**src/rtl/lcd_timing_gen_if.sv**
```systemverilog
// lcd_timing_gen_if: pattern controls in, panel sync/colour out.
// The host (master) drives controls; the generator (slave) drives the panel side.
interface lcd_timing_gen_if #(parameter int CW = 6);
    logic            enable_i;
    logic [1:0]      mode_i;
    logic [3*CW-1:0] solid_rgb_i;
    logic [3*CW-1:0] ext_rgb_i;
    logic            pix_req_o;
    logic            hsync_o;
    logic            vsync_o;
    logic            de_o;
    logic            frame_start_o;
    logic [CW-1:0]   red_o;
    logic [CW-1:0]   green_o;
    logic [CW-1:0]   blue_o;

    modport master (
        output enable_i, mode_i, solid_rgb_i, ext_rgb_i,
        input  pix_req_o, hsync_o, vsync_o, de_o, frame_start_o, red_o, green_o, blue_o
    );
    modport slave (
        input  enable_i, mode_i, solid_rgb_i, ext_rgb_i,
        output pix_req_o, hsync_o, vsync_o, de_o, frame_start_o, red_o, green_o, blue_o
    );
endinterface

```
**src/rtl/lcd_timing_gen.sv**
```systemverilog
// lcd_timing_gen: LCD panel sync/DE generator with solid, bar, XOR and external patterns.
// Define LCD_TIMING_GEN_SCROLL_EN to scroll the XOR texture by one step per frame.
module lcd_timing_gen #(
    parameter int H_ACTIVE = 1366,
    parameter int H_BLANK  = 169,
    parameter int V_ACTIVE = 768,
    parameter int V_BLANK  = 12,
    parameter int CW       = 6,
    parameter int CNT_W    = 11
) (
    input logic             clk,
    input logic             rst_n,
    lcd_timing_gen_if.slave bus
);
    localparam int H_TOTAL = H_ACTIVE + H_BLANK;
    localparam int V_TOTAL = V_ACTIVE + V_BLANK;

    logic [CNT_W-1:0] h_q, h_d, v_q, v_d;
    logic [1:0]       mode_q, mode_d;
    logic [3*CW-1:0]  rgb_q, rgb_d;
    logic             de_q, hs_q, vs_q, req_q, fs_q;
    logic             active, nxt_active, h_wrap;
    logic [2:0]       bar;
    logic [5:0]       off, tex;

    always_comb begin
        h_wrap     = h_q == CNT_W'(H_TOTAL - 1);
        h_d        = h_wrap ? '0 : h_q + 1'b1;
        v_d        = !h_wrap ? v_q : v_q == CNT_W'(V_TOTAL - 1) ? '0 : v_q + 1'b1;
        // the frame's first pixel already uses the newly latched mode
        mode_d     = (h_q == '0 && v_q == '0) ? bus.mode_i : mode_q;
        active     = h_q < CNT_W'(H_ACTIVE) && v_q < CNT_W'(V_ACTIVE);
        nxt_active = h_d < CNT_W'(H_ACTIVE) && v_d < CNT_W'(V_ACTIVE);
        bar        = 3'(({3'b000, h_q} << 3) / (CNT_W + 3)'(H_ACTIVE));
        tex        = (h_q[5:0] + off) ^ (v_q[5:0] + off);
        rgb_d      = !active ? '0
                   : mode_d == 2'd0 ? bus.solid_rgb_i
                   : mode_d == 2'd1 ? {{CW{bar[2]}}, {CW{bar[1]}}, {CW{bar[0]}}}
                   : mode_d == 2'd2 ? {CW'({tex, 1'b0}), CW'({tex, 2'b00}),
                                       CW'({2'b00, tex} + {1'b0, tex, 1'b0})}
                   : bus.ext_rgb_i;
    end

`ifdef LCD_TIMING_GEN_SCROLL_EN
    logic [5:0] off_q;
    always_ff @(posedge clk or negedge rst_n)
        if (!rst_n)
            off_q <= '0;
        else if (bus.enable_i && h_wrap && v_q == CNT_W'(V_TOTAL - 1))
            off_q <= off_q - 1'b1;
    assign off = off_q;
`else
    assign off = '0;
`endif

    always_ff @(posedge clk or negedge rst_n)
        if (!rst_n) begin
            h_q    <= '0;
            v_q    <= '0;
            mode_q <= '0;
            rgb_q  <= '0;
            de_q   <= 1'b0;
            hs_q   <= 1'b1;
            vs_q   <= 1'b1;
            req_q  <= 1'b0;
            fs_q   <= 1'b0;
        end else if (bus.enable_i) begin
            h_q    <= h_d;
            v_q    <= v_d;
            mode_q <= mode_d;
            rgb_q  <= rgb_d;
            de_q   <= active;
            hs_q   <= h_q < CNT_W'(H_ACTIVE);
            vs_q   <= v_q < CNT_W'(V_ACTIVE);
            req_q  <= nxt_active;
            fs_q   <= h_q == '0 && v_q == '0;
        end

    assign bus.de_o          = de_q;
    assign bus.hsync_o       = hs_q;
    assign bus.vsync_o       = vs_q;
    assign bus.pix_req_o     = req_q;
    assign bus.frame_start_o = fs_q;
    assign {bus.red_o, bus.green_o, bus.blue_o} = rgb_q;
endmodule

```
**src/flat_wrapper.sv**
```systemverilog
// flat-port wrapper written by rule: the top's interface ports become plain ports
module lcd_timing_gen_flat 
#(
    parameter int H_ACTIVE = 1366,
    parameter int H_BLANK  = 169,
    parameter int V_ACTIVE = 768,
    parameter int V_BLANK  = 12,
    parameter int CW       = 6,
    parameter int CNT_W    = 11
)
  (clk, rst_n, bus_enable_i, bus_mode_i, bus_solid_rgb_i, bus_ext_rgb_i, bus_pix_req_o, bus_hsync_o, bus_vsync_o, bus_de_o, bus_frame_start_o, bus_red_o, bus_green_o, bus_blue_o);
  lcd_timing_gen_if #(.CW(CW)) bus_i ();
  input logic clk;
  input logic rst_n;
  input wire logic [$bits(bus_i.enable_i)-1:0] bus_enable_i;
  input wire logic [$bits(bus_i.mode_i)-1:0] bus_mode_i;
  input wire logic [$bits(bus_i.solid_rgb_i)-1:0] bus_solid_rgb_i;
  input wire logic [$bits(bus_i.ext_rgb_i)-1:0] bus_ext_rgb_i;
  output wire logic [$bits(bus_i.pix_req_o)-1:0] bus_pix_req_o;
  output wire logic [$bits(bus_i.hsync_o)-1:0] bus_hsync_o;
  output wire logic [$bits(bus_i.vsync_o)-1:0] bus_vsync_o;
  output wire logic [$bits(bus_i.de_o)-1:0] bus_de_o;
  output wire logic [$bits(bus_i.frame_start_o)-1:0] bus_frame_start_o;
  output wire logic [$bits(bus_i.red_o)-1:0] bus_red_o;
  output wire logic [$bits(bus_i.green_o)-1:0] bus_green_o;
  output wire logic [$bits(bus_i.blue_o)-1:0] bus_blue_o;
  assign bus_i.enable_i = bus_enable_i;
  assign bus_i.mode_i = bus_mode_i;
  assign bus_i.solid_rgb_i = bus_solid_rgb_i;
  assign bus_i.ext_rgb_i = bus_ext_rgb_i;
  assign bus_pix_req_o = bus_i.pix_req_o;
  assign bus_hsync_o = bus_i.hsync_o;
  assign bus_vsync_o = bus_i.vsync_o;
  assign bus_de_o = bus_i.de_o;
  assign bus_frame_start_o = bus_i.frame_start_o;
  assign bus_red_o = bus_i.red_o;
  assign bus_green_o = bus_i.green_o;
  assign bus_blue_o = bus_i.blue_o;
  lcd_timing_gen #(.H_ACTIVE(H_ACTIVE), .H_BLANK(H_BLANK), .V_ACTIVE(V_ACTIVE), .V_BLANK(V_BLANK), .CW(CW), .CNT_W(CNT_W)) u_core (.clk(clk), .rst_n(rst_n), .bus(bus_i));
endmodule
```
**config.mk**
```make
export PLATFORM = sky130hd
export DESIGN_NAME = lcd_timing_gen_flat
export DESIGN_NICKNAME = d
export VERILOG_FILES = /design/src/rtl/lcd_timing_gen_if.sv /design/src/rtl/lcd_timing_gen.sv /design/src/flat_wrapper.sv
export SDC_FILE = /design/constraint.sdc
export NUM_CORES = 1
export LEC_CHECK = 0
export CORE_UTILIZATION = 56
export CTS_CLUSTER_SIZE = 30
export DETAILED_ROUTE_END_ITERATION = 12
export PLACE_DENSITY_LB_ADDON = 0.08
export SYNTH_ARGS = -nofsm -noshare
export SYNTH_HDL_FRONTEND = slang
export SYNTH_SLANG_ARGS = --single-unit
```
**constraint.sdc**
```tcl
create_clock -name clk -period 5.4 [get_ports clk]
set_input_delay 1.62 -clock clk [delete_from_list [all_inputs] [get_ports clk]]
set_output_delay 1.62 -clock clk [all_outputs]
set_load 0.01 [all_outputs]
```
==> impl_metrics.json <==
{
  "yosysWarnings": 0,
  "max_stage_delay_ns": 0.52,
  "synth_area_per_cell_sq_um": 7.80,
  "synth.distinct_cells": 86,
  "layout_common_cells": "clkdlybuf4s50_1, o21ai_0, nand2_1",
  "ios": 64,
  "tns_ns": 0,
  "clock-sinks": 47,
  "final_area_sq_um": 5370,
  "wl_met1_mm": 6.06,
  "start_util_pct": 58.6,
  "vias": 4868,
  "mostFrequentLayoutCell": "clkdlybuf4s50_1",
  "postPlaceCellArea_sq_um": 5260,
  "totalWireLength_mm": 13.3,
  "top_layer": "met4",
  "h-tree-depth": 2,
  "numCtsBuffers": 5,
  "dp_hpwl_mm": 9.93,
  "grt_pass1_wl_mm": 22.2,
  "synthSimpleGateAreaFrac_pct": 23.4,
  "cp_num_buf_inv": 1,
  "clk_pin_slew_ns": 0.11,
  "fill_cells": 678,
  "critPathTopFamily": "compound AO/OA/AOI/OAI gates",
  "met2_length_mm": 6.17,
  "leakagePower_nw": 2.14,
  "drc_errors": 0,
  "synthXorXnorAreaFrac_pct": 4.02,
  "yosys.area.top_type": "dfrtp_1",
  "crit_path_max_fanout": 12,
  "die_h_um": 92.4,
  "synth.area.mux_share_pct": 3.01,
  "diodes": 0,
  "whs_ns": 0.489,
  "nets": 690,
  "synth_cells": 586,
  "drt.antenna.violating_nets": 0,
  "seqCellArea_sq_um": 1180,
  "synth-edff-count": 0,
  "required_ns": 5.62,
  "finalWeightedCongestion": 0.951,
  "drv_cap": 0,
  "synth_fa_ha_area_share_pct": 3.45,
  "max_slew_margin_pct": 27.0,
  "synth-seq-area-share_pct": 25.8,
  "grt_max_degree": 48,
  "wl_met3_um": 974,
  "finalCriticalPeriod_ns": 5.11,
  "synth_area_sq_um": 4570,
  "cts_max_path_buffers": 2,
  "worstSetupStartpointType": "flop",
  "ir_drop_mv": 0.157,
  "cts-root-buf": "clkbuf_8",
  "setup_viol": 0,
  "crit_chain": "ha_1, o211ai_2, and2_4, a21oi_4, or2_2, xnor2_1, inv_1, ha_1, nor3_1, a221oi_1, and3_1, a21oi_2, o21ai_0, o22ai_4, or3b_4, a211oi_2, a31oi_1, o211ai_2, a31oi_4, o32ai_2",
  "rsz0062_at_grt": "no",
  "slowest_stage": "dfrtp_2",
  "synth_nets": 639,
  "hp-class": "flop to flop",
  "coreArea_sq_um": 7810,
  "synth_top_family_by_area": "compound AO/OA/AOI/OAI gates",
  "status": "complete, no violations",
  "ys_ff_latch": 47,
  "wl_per_cell_um": 18.0,
  "port_buffers": 63,
  "finalClockSkew_ns": 0.0184,
  "power_density_nw_per_um2": 328,
  "yosysTopAreaCellShare_pct": 24.6,
  "synthArstFlopShare_pct": 100,
  "power_w": 0.00176,
  "dr.pass1.iters": 5,
  "tightestPinTransition_ns": 1.09,
  "worstPathArrival_ns": 5.33,
  "synth-main-ff-cell": "dfrtp_1",
  "clock_latency_ns": 0.32,
  "grt_pass1_vias": 4532,
  "cts-hold-fix-buffers": 0,
  "row_count": 32,
  "die_x_um": 92.4,
  "worstSetupPathType": "flop to flop",
  "post-route-period-util_pct": 94.7,
  "antenna_found_initial": 0,
  "timing.fmax_mhz": 196,
  "die-area_sq_um": 8530,
  "vias_per_cell": 6.58,
  "cp-end-kind": "flop",
  "hold_viol": 0,
  "multi_input_area_sq_um": 3130,
  "drtIter0Drc": 502,
  "synth_compound_gate_area_share_pct": 34.3,
  "area_delta_synth_final_pct": 17.5,
  "grt-ovfl-total": 0,
  "post-cts-setup-buffer-count": 0,
  "layout-drive-gt1-share_pct": 10.3,
  "final-max-slew-violation-count": 0,
  "grtUsageTotal_pct": 32.1,
  "cts_tree": "done",
  "post_cts_resized": 0,
  "yosys-top-cells-area": "dfrtp_1, o21ai_0, nand2_1"
}
## per-stage QoR
| stage | util, % | cells | setup slack [ns] |
|---|---|---|---|
| 6_report | 68.8 | 740 | 0.289 |
| 5_1_grt | 68.8 | 740 | 0.0217 |
| 3_3_place_gp | 67.4 | 732 | 0.446 |
| 3_5_place_dp | 67.4 | 732 | 0.212 |
| 4_1_cts | 68.6 | 740 | 0.165 |
| 2_1_floorplan | - | 586 | 0.631 |
## layer usage
metal,global-route usage (%),up-vias
li1,-,2310
met1,46.4,2325
met2,50.7,221
met3,3.69,12
met4,8.33,0
met5,0,-
## cell usage after synthesis (9+ instances only)
cell / count
nand3_1: 13
and3_1: 10
clkbuf_1: 21
xor2_1: 9
o211ai_1: 13
nor3_1: 20
o31ai_1: 10
xnor2_1: 12
inv_1: 17
a21o_1: 10
a21oi_1: 30
ha_1: 11
nand4_1: 11
nand2_1: 58
nand2b_1: 9
a31oi_1: 10
nor2_1: 57
dfrtp_1: 45
o21ai_0: 59
## worst reg2reg max path, stage by stage, from the launching register on
cell      delay [ns]
dfrtp_2         0.52
ha_1            0.29
o211ai_2        0.29
and2_4          0.24
a21oi_4         0.07
or2_2           0.30
xnor2_1         0.25
inv_1           0.07
ha_1            0.24
nor3_1          0.25
a221oi_1        0.13
and3_1          0.28
a21oi_2         0.23
o21ai_0         0.16
o22ai_4         0.28
or3b_4          0.45
a211oi_2        0.23
a31oi_1         0.07
o211ai_2        0.21
a31oi_4         0.16
o32ai_2         0.29
## power breakdown
| part | internal, W | leakage (nW) | total [W] | switching [W] |
|---|---|---|---|---|
| registers | 0.000390 | 0.585 | 0.000447 | 0.0000571 |
| logic | 0.000417 | 1.51 | 0.00108 | 0.000660 |
| clock network | 0.0000958 | 0.0491 | 0.000240 | 0.000144 |
## final cells by class
class	instances	share of cell area (%)
timing repair buffer	82	14.3
multi-input combinational	483	58.3
clock inverter	3	0.489
inverter	18	1.26
tap	102	2.38
sequential	47	22.0
clock buffer	5	1.28
## state kept, by name (all words and copies together), names as in the netlist
| signal | cells |
|---|---|
| u_core.bus.frame_start_o | 1 |
| u_core.bus.de_o | 1 |
| u_core.bus.vsync_o | 1 |
| u_core.bus.hsync_o | 1 |
| u_core.v_q | 11 |
| u_core.mode_q | 2 |
| u_core.rgb_q | 18 |
| u_core.h_q | 11 |
| u_core.bus.pix_req_o | 1 |
## kinds of logic after synthesis
family                   after synthesis
AND/OR/NAND/NOR                      216
adder cells (fa/ha/maj)               12
XOR/XNOR                              21
multiplexers                          13
buffers and inverters                 56
flip-flops                            47
AO/OA/AOI/OAI                        221
## final timing paths
kind                            slack [ns]  cells after the start                              to                      startpoint
worst max-delay path                  0.29                     20     u_core.rgb_q[0]$_DFFE_PN0P_       u_core.h_q[1]$_DFFE_PN0P_
worst min-delay path                  0.49                      2  u_core.bus.vsync_o$_DFFE_PN1P_  u_core.bus.vsync_o$_DFFE_PN1P_
worst max register to register        0.29                     20     u_core.rgb_q[0]$_DFFE_PN0P_       u_core.h_q[1]$_DFFE_PN0P_
worst min register to register        0.49                      2  u_core.bus.vsync_o$_DFFE_PN1P_  u_core.bus.vsync_o$_DFFE_PN1P_
max in group asynchronous             3.17                      1       u_core.h_q[1]$_DFFE_PN0P_                           rst_n
min in group asynchronous             1.50                      1       u_core.v_q[9]$_DFFE_PN0P_                           rst_n
Note: power is estimated with default switching activity, not from simulation.
